File: src/rtl/skewed_sync_pkg.sv
// Shared types and helpers for the skewed synchronizer window sequencer.
// Imported by the sequencer top and the synchronizer core.
package skewed_sync_pkg;

    typedef enum logic [1:0] {
        IDLE  = 2'd0,
        RUN   = 2'd1,
        FLUSH = 2'd2,
        DONE  = 2'd3
    } seq_state_t;

    // A zero length field stands for the full 2^lenw window.
    function automatic logic [31:0] len_decode(
        input logic [31:0] len,
        input int          lenw
    );
        if (len == 32'd0) return 32'd1 << lenw;
        return len;
    endfunction

endpackage

File: src/rtl/skewed_sync_core.sv
// Skewed synchronizer: holds unmatched in0 ones in a saturating counter
// and releases them when in1 leads, or during the end-of-window flush.
module skewed_sync_core
    import skewed_sync_pkg::*;
#(
    parameter int DEP = 2
) (
    input  logic clk,
    input  logic rst_n,
    input  logic en_i,
    input  logic flush_i,
    input  logic clr_i,
    input  logic in0_i,
    input  logic in1_i,
    output logic out0_o,
    output logic cnt_empty_o,
    output logic cnt_full_o
);

    logic [DEP-1:0] cnt_q;
    logic [DEP-1:0] cnt_d;

    assign cnt_empty_o = (cnt_q == '0);
    assign cnt_full_o  = &cnt_q;

    // Output rule and next hold count; clear wins over any update.
    always_comb begin
        cnt_d  = cnt_q;
        out0_o = 1'b0;
        if (en_i) begin
            unique case ({in0_i, in1_i})
                2'b10: begin
                    if (cnt_full_o) begin
                        out0_o = 1'b1;
                    end else begin
                        cnt_d = cnt_q + 1'b1;
                    end
                end
                2'b01: begin
                    if (!cnt_empty_o) begin
                        out0_o = 1'b1;
                        cnt_d  = cnt_q - 1'b1;
                    end
                end
                default: out0_o = in0_i;
            endcase
        end else if (flush_i) begin
            if (!cnt_empty_o) begin
                out0_o = 1'b1;
                cnt_d  = cnt_q - 1'b1;
            end
        end
        if (clr_i) cnt_d = '0;
    end

    // Hold counter register.
    always_ff @(posedge clk or negedge rst_n) begin
        if (!rst_n) cnt_q <= '0;
        else        cnt_q <= cnt_d;
    end

endmodule

File: src/rtl/skewed_sync_seq.sv
// Window sequencer: runs a bitstream pair through the skewed synchronizer
// for a bounded length, optionally flushes held ones, and counts outputs.
module skewed_sync_seq
    import skewed_sync_pkg::*;
#(
    parameter int DEP  = 2,
    parameter int LENW = 8
) (
    input  logic            clk,
    input  logic            rst_n,
    input  logic            start,
    input  logic            abort,
    input  logic [LENW-1:0] len,
    input  logic            flush_en,
    input  logic            in0,
    input  logic            in1,
    output logic            in_ready,
    output logic            out0,
    output logic            out1,
    output logic            out_valid,
    output logic            busy,
    output logic            done,
    output logic [LENW:0]   ones0,
    output logic [LENW:0]   ones1
);

    seq_state_t    state_q, state_d;
    logic [LENW:0] rem_q, rem_d;
    logic          fe_q, fe_d;
    logic [LENW:0] ones0_q, ones0_d;
    logic [LENW:0] ones1_q, ones1_d;
    logic [LENW:0] rem_load;
    logic          core_en, core_flush, core_clr;
    logic          core_out0, cnt_empty, cnt_full;

    assign rem_load = (LENW+1)'(len_decode(32'(len), LENW));
    assign ones0    = ones0_q;
    assign ones1    = ones1_q;

    skewed_sync_core #(
        .DEP(DEP)
    ) u_core (
        .clk        (clk),
        .rst_n      (rst_n),
        .en_i       (core_en),
        .flush_i    (core_flush),
        .clr_i      (core_clr),
        .in0_i      (in0),
        .in1_i      (in1),
        .out0_o     (core_out0),
        .cnt_empty_o(cnt_empty),
        .cnt_full_o (cnt_full)
    );

    // Next state, stream outputs and counter updates for the window.
    always_comb begin
        state_d    = state_q;
        rem_d      = rem_q;
        fe_d       = fe_q;
        ones0_d    = ones0_q;
        ones1_d    = ones1_q;
        in_ready   = 1'b0;
        out_valid  = 1'b0;
        out0       = 1'b0;
        out1       = 1'b0;
        busy       = 1'b0;
        done       = 1'b0;
        core_en    = 1'b0;
        core_flush = 1'b0;
        core_clr   = 1'b0;
        unique case (state_q)
            IDLE: begin
                if (start) begin
                    state_d  = RUN;
                    rem_d    = rem_load;
                    fe_d     = flush_en;
                    ones0_d  = '0;
                    ones1_d  = '0;
                    core_clr = 1'b1;
                end
            end
            RUN: begin
                in_ready  = 1'b1;
                out_valid = 1'b1;
                out0      = core_out0;
                out1      = in1;
                busy      = 1'b1;
                core_en   = 1'b1;
                rem_d     = rem_q - 1'b1;
                if (abort) begin
                    state_d  = IDLE;
                    core_clr = 1'b1;
                end else if (rem_q == (LENW+1)'(1)) begin
                    state_d = fe_q ? FLUSH : DONE;
                end
            end
            FLUSH: begin
                busy       = 1'b1;
                core_flush = 1'b1;
                out_valid  = !cnt_empty;
                out0       = core_out0;
                if (abort) begin
                    state_d  = IDLE;
                    core_clr = 1'b1;
                end else if (cnt_empty) begin
                    state_d = DONE;
                end
            end
            DONE: begin
                done    = 1'b1;
                state_d = IDLE;
            end
            default: state_d = IDLE;
        endcase
        if (out_valid) begin
            ones0_d = ones0_d + (LENW+1)'(out0);
            ones1_d = ones1_d + (LENW+1)'(out1);
        end
    end

    // Sequencer state and counters.
    always_ff @(posedge clk or negedge rst_n) begin
        if (!rst_n) begin
            state_q <= IDLE;
            rem_q   <= '0;
            fe_q    <= 1'b0;
            ones0_q <= '0;
            ones1_q <= '0;
        end else begin
            state_q <= state_d;
            rem_q   <= rem_d;
            fe_q    <= fe_d;
            ones0_q <= ones0_d;
            ones1_q <= ones1_d;
        end
    end

    logic unused_full;
    assign unused_full = cnt_full;

endmodule
File: config.mk
export PLATFORM = sky130hd
export DESIGN_NAME = skewed_sync_seq
export DESIGN_NICKNAME = d
export VERILOG_FILES = /design/src/rtl/skewed_sync_pkg.sv /design/src/rtl/skewed_sync_core.sv /design/src/rtl/skewed_sync_seq.sv
export SDC_FILE = /design/constraint.sdc
export NUM_CORES = 1
export LEC_CHECK = 0
export BUFFER_PORTS_ARGS = -buffer_cell sky130_fd_sc_hd__buf_2
export CAP_MARGIN = 10
export CORE_MARGIN = 5
export CORE_UTILIZATION = 50
export DETAILED_ROUTE_END_ITERATION = 10
export PLACE_DENSITY = 0.84
export SLEW_MARGIN = 20
export SYNTH_ARGS = -nofsm -noshare
export SYNTH_HDL_FRONTEND = slang
export SYNTH_SLANG_ARGS = --single-unit
File: constraint.sdc
create_clock -name clk -period 2.5 [get_ports clk]
set_input_delay 0 -clock clk [delete_from_list [all_inputs] [get_ports clk]]
set_output_delay 0 -clock clk [all_outputs]
set_load 0.1 [all_outputs]
# Yosys cells after proc, flatten, opt, wreduce, memory -nomap -nowiden
# Cells that the tools add are included.
# word_totals
elab_cells,73
reg_bits,32
# op_classes
n_eq_ne,11
add_sub_neg,5
n_reduce_logical,12
muxes,39
# ops
operator,count
$mux W9,9
$mux W2,10
$add A9 B1 Y9,2
$pmux W9 S2,1
$mux W1,14
$eq A9 B1 Y1 const B,1
$sub A9 B1 Y9 const B,1
$logic_not A8 Y1,1
$pmux W2 S4,1
$eq A2 B2 Y1 const B,3
$pmux W1 S2,3
$reduce_and A2 Y1,3
$reduce_and A3 Y1,2
$eq A2 B1 Y1 const B,2
$logic_not A2 Y1,2
$ne A4 B1 Y1 const B,1
$ne A4 B4 Y1 const B,1
$pmux W2 S2,1
$ne A3 B2 Y1 const B,1
$ne A3 B3 Y1 const B,1
$reduce_bool A3 Y1,1
$add A2 B1 Y2 const B,1
$ne A2 B2 Y1 const B,1
$reduce_bool A2 Y1,1
other kinds (3),3

# Depth between registers and ports, before layout
# depth
depth_word,7
mapped_depth,12
depth_no_buf,12

# By module
# From an unflattened synthesis, not the netlist that was laid out.
# hier_totals
hier_cells,222
area_unflattened_um2,2123.3
# by_module_without_submodules
module,seq_area_each_um2,cells_per_inst,area_each_um2,n_inst
skewed_sync_seq,750.7,194,1881.8,1
skewed_sync_core,50.0,28,241.5,1

# Worst setup path before layout
# No wires, ideal clock.
# synth_path
path_type,reg2reg
startpoint,register state_q[1]
endpoint,"register ones0_q[7], in the netlist ones0[7]"
stages_incl_launch_ff,12
setup_time_ns,0.069
synth_period_minus_slack_ns,6.579
arrival_ns,6.510
path_slack_ns,-4.079
path_buffers,1
t_required_ns,2.431
cell_sequence,dfrtp_1 -> inv_1 -> ha_1 -> inv_1 -> clkbuf_1 -> a21boi_2 -> a21boi_0 -> ha_1 -> and4_1 -> o21ai_0 -> or4_1 -> nand2_1
# synth_between
word_cells_on_any_way,13
cone_classes,add/sub: 1; eq/ne: 2; mux: 8; reduce/logical: 2
# synth_lines
item,line_no,source
"start, declared",skewed_sync_seq.sv:27,"seq_state_t state_q, state_d;"
"start signal, assigned",skewed_sync_seq.sv:130,state_q <= state_d;
$eq A2 B1 Y1,-,
$mux W1,-,
net in_ready,skewed_sync_seq.sv:17,"output logic in_ready,"
$mux W1,skewed_sync_core.sv:30,if (en_i) begin
$mux W1,skewed_sync_seq.sv:71,unique case (state_q)
net out0,skewed_sync_seq.sv:18,"output logic out0,"
$add A9 B1 Y9,skewed_sync_seq.sv:116,ones0_d = ones0_d + (LENW+1)'(out0);
$mux W9,skewed_sync_seq.sv:115,if (out_valid) begin
net ones0_d[7],skewed_sync_seq.sv:30,"logic [LENW:0] ones0_q, ones0_d;"
"end signal, assigned",skewed_sync_seq.sv:133,ones0_q <= ones0_d;
"end, declared",skewed_sync_seq.sv:30,
# The timed path passes the listed nets, and every way through them passes these cells.
# A chain may end at the register's enable or synchronous reset.

# Worst setup path after layout
# layout_path
startpoint,register state_q[0]
endpoint,"register ones0_q[7], in the netlist ones0[7]"
# layout_between
elab_chain_len,7
word_cells_on_any_way,13
cone_classes,add/sub: 1; eq/ne: 2; mux: 8; reduce/logical: 2
# layout_rtl
item,line_no,source
$eq A2 B2 Y1,skewed_sync_seq.sv:71,
$mux W1,skewed_sync_seq.sv:71,
$mux W1,skewed_sync_core.sv:47,end else if (flush_i) begin
$mux W1,skewed_sync_core.sv:30,
$mux W1,skewed_sync_seq.sv:71,
$add A9 B1 Y9,skewed_sync_seq.sv:116,
$mux W9 (*),skewed_sync_seq.sv:115,
net ones0_d[7],skewed_sync_seq.sv:30,
# Mark *: on every way through the listed nets, which the timed path passes. The rest lies on a longest branch.

==> results.sh <==
export IMPL_ys_types=51
export IMPL_cts_sinks=32
export IMPL_rsz0062_at_grt="false"
export IMPL_grt_pass1_vias=1849
export IMPL_numCtsBuffers=5
export IMPL_wirelength_um=5120
export IMPL_start_util_pct=52.7
export IMPL_grt_usage_pct=19.7
export IMPL_worstPathRequired_ns=2.73
export IMPL_vdd_drop_max_mv=1.72
export IMPL_startpoint_type="register"
export IMPL_synth_area_um2=2150
export IMPL_hold_viol_final=0
export IMPL_ctsResizeCount=0
export IMPL_drt_pass1_iter_count=4
export IMPL_synthesis_nets=265
export IMPL_synth_edf_count=0
export IMPL_postSynthCellCount=234
export IMPL_period_share_pct=93.8
export IMPL_p_leak_nw=1.25
export IMPL_antenna_cells=0
export IMPL_rows=23
export IMPL_slew_headroom_pct=51.1
export IMPL_dp_hpwl_um=3760
export IMPL_layout_drive_gt1_share_pct=26.2
export IMPL_postCtsSetupBuffers=0
export IMPL_cap_viol_max_count=0
export IMPL_cts_buffer_depth=2
export IMPL_gp_congestion=0.841
export IMPL_die_h_um=75.6
export IMPL_routed_via_density=5.77
export IMPL_wl_per_cell_um=15.6
export IMPL_synth_top_area_cell="dfrtp_1"
export IMPL_status="complete, no violations"
export IMPL_fin_util_pct=63.8
export IMPL_avgSynthCellArea_um2=9.20
export IMPL_grt_pass1_wl_um=8600
export IMPL_die_area_um2=5720
export IMPL_critPathKind="register to register"
export IMPL_crit_fanout=5
export IMPL_die_x_um=75.6
export IMPL_drt_initial_drc_count=126
export IMPL_ant_nets=0
export IMPL_tritoncts="yes"
export IMPL_power_density_nw_per_um2=1180
export IMPL_critPathCaptureType="register"
export IMPL_fill_cells=332
export IMPL_worst_slack_ns=0.155
export IMPL_tightest_slew_ns=0.734
export IMPL_place_ws_ns=0.200
export IMPL_skew_ns=0.0101
export IMPL_grt_max_degree=33
export IMPL_grt_overflow=0
export IMPL_cts_root_buf="clkbuf_8"
export IMPL_clkTransAtPathRegs_ns=0.08
export IMPL_fin_crit_ns=2.35
export IMPL_dr_total_vias=1898
export IMPL_synth_seq_area_share_pct=37.2
export IMPL_cts_hold_fix_buffers=2
export IMPL_synthTopCellsByArea="dfrtp_1, ha_1, nand2_1"
export IMPL_setup_viol=0
export IMPL_layout_nets=309
export IMPL_antenna_found_initial=0
export IMPL_h_tree_depth=2
export IMPL_crit_arrival_ns=2.57
export IMPL_io_buffers=38
export IMPL_slew_violations=0
export IMPL_layout_area_overhead_vs_synth_pct=21.1
export IMPL_yosys_warnings=0
export IMPL_clock_latency_ns=0.30
export IMPL_fmax_ghz=0.426
export IMPL_ios=39
export IMPL_core_um2=4090
export IMPL_synth_ff_type="dfrtp_1"
export IMPL_yosysTopAreaCellShare_pct=37.2
export IMPL_synth_seq_cells=32
export IMPL_hp_class="input port to register"
export IMPL_async_flop_share_pct=100
export IMPL_post_route_drc_count=0
-- power breakdown --
| group | total (mW) | switching [mW] | internal [mW] |
|---|---|---|---|
| Combinational | 1.85 | 1.25 | 0.600 |
| Clock | 0.414 | 0.217 | 0.197 |
| Sequential | 0.821 | 0.172 | 0.648 |
| Total | 3.08 | 1.64 | 1.45 |
-- cell usage after synthesis, drive strengths merged, types with 4 or more instances --
master,instances
a211oi,5
a21oi,10
and2,6
buf,6
clkbuf,4
dfrtp,32
ha,16
inv,16
mux2,6
mux2i,5
nand2,19
nand3,6
nor2,19
o211ai,9
o21ai,15
or3,4
xor2,8
-- stage by stage --
step,instances,cell area (um^2),hold WS (ns),TNS (ns),power (mW)
final,329,2610,0.0290,0,3.08
after global routing,329,2610,0.0714,0,3.29
after CTS,329,2610,0.0251,0,3.09
after detailed placement,319,2490,0.104,0,2.66
after global placement,319,2490,0.103,0,2.62
after floorplan,234,2250,-0.296,-12.09,2.36
-- state kept, by name, summed over array words and instances, names as in the netlist --
signal	flops
ones0	9
ones1	9
rem_q	9
state_q	2
u_core.cnt_q	2
fe_q	1
-- final timing paths --
path	from	to	slack (ns)	cells after the start
max in group asynchronous	rst_n	ones1[1]$_DFF_PN0_	1.73	2
worst min-delay path	len[1]	rem_q[1]$_DFFE_PN0P_	0.03	3
worst max register to register	state_q[0]$_DFFE_PN0P_	ones0[7]$_DFF_PN0_	0.15	10
min in group asynchronous	rst_n	rem_q[4]$_DFFE_PN0P_	0.29	2
worst min register to register	rem_q[1]$_DFFE_PN0P_	rem_q[1]$_DFFE_PN0P_	0.54	2
worst max-delay path	state_q[0]$_DFFE_PN0P_	ones0[7]$_DFF_PN0_	0.15	10
-- placed cells by master, fill, tap and decap left out, types with 3 or more instances in the layout --
cell       n
dfrtp_1   32
clkbuf_8   5
xnor2_1    3
ha_1      12
xor2_1     8
mux2_2     4
or3_1      4
nor2b_1    3
a211oi_1   3
nand2_1   19
buf_2     38
ha_4       4
and2_1     6
mux2i_1    5
nand4_1    3
o21ai_0   13
nand3_1    6
a22oi_1    3
a21oi_1   10
a221o_1    3
nor2_1    18
buf_4      7
o211ai_1   9
inv_1     14
-- layout make-up --
cell class                 count  area (um^2)  area share (%)
multi-input combinational    176         1330            50.9
sequential                    32          801            30.7
timing repair buffer          47          263            10.1
clock buffer                   5         68.8            2.64
tap                           50         62.6            2.40
inverter                      16         60.1            2.30
clock inverter                 3         23.8           0.912
-- per-layer routing --
metal  global-route usage (%)  share of wire [%]  vias up
met5                        0                  0        -
met4                     7.38                1.7        0
met3                     3.96                5.0       10
met2                     31.6                 46       50
met1                     26.4                 47      899
li1                         -                  -      939
-- critical path, stage by stage (launching register included) --
cell	delay, ns
dfrtp_1	0.43
inv_1	0.16
ha_1	0.22
nand2b_1	0.13
a21boi_4	0.15
a21boi_4	0.22
ha_4	0.16
and4_1	0.21
o21ai_2	0.09
or4_1	0.42
nand2_1	0.09
-- cell families (layout without fill, tap and decap cells) --
group | after synthesis | in the layout | synth area share (%)
flip-flops | 32 | 32 | 37.2
AO/OA/AOI/OAI | 60 | 60 | 18.7
buffers and inverters | 26 | 71 | 5.06
multiplexers | 11 | 11 | 5.46
adder cells (fa/ha/maj) | 16 | 16 | 9.30
AND/OR/NAND/NOR | 78 | 78 | 19.8
XOR/XNOR | 11 | 11 | 4.48
Power figures use the tool's default switching activity.
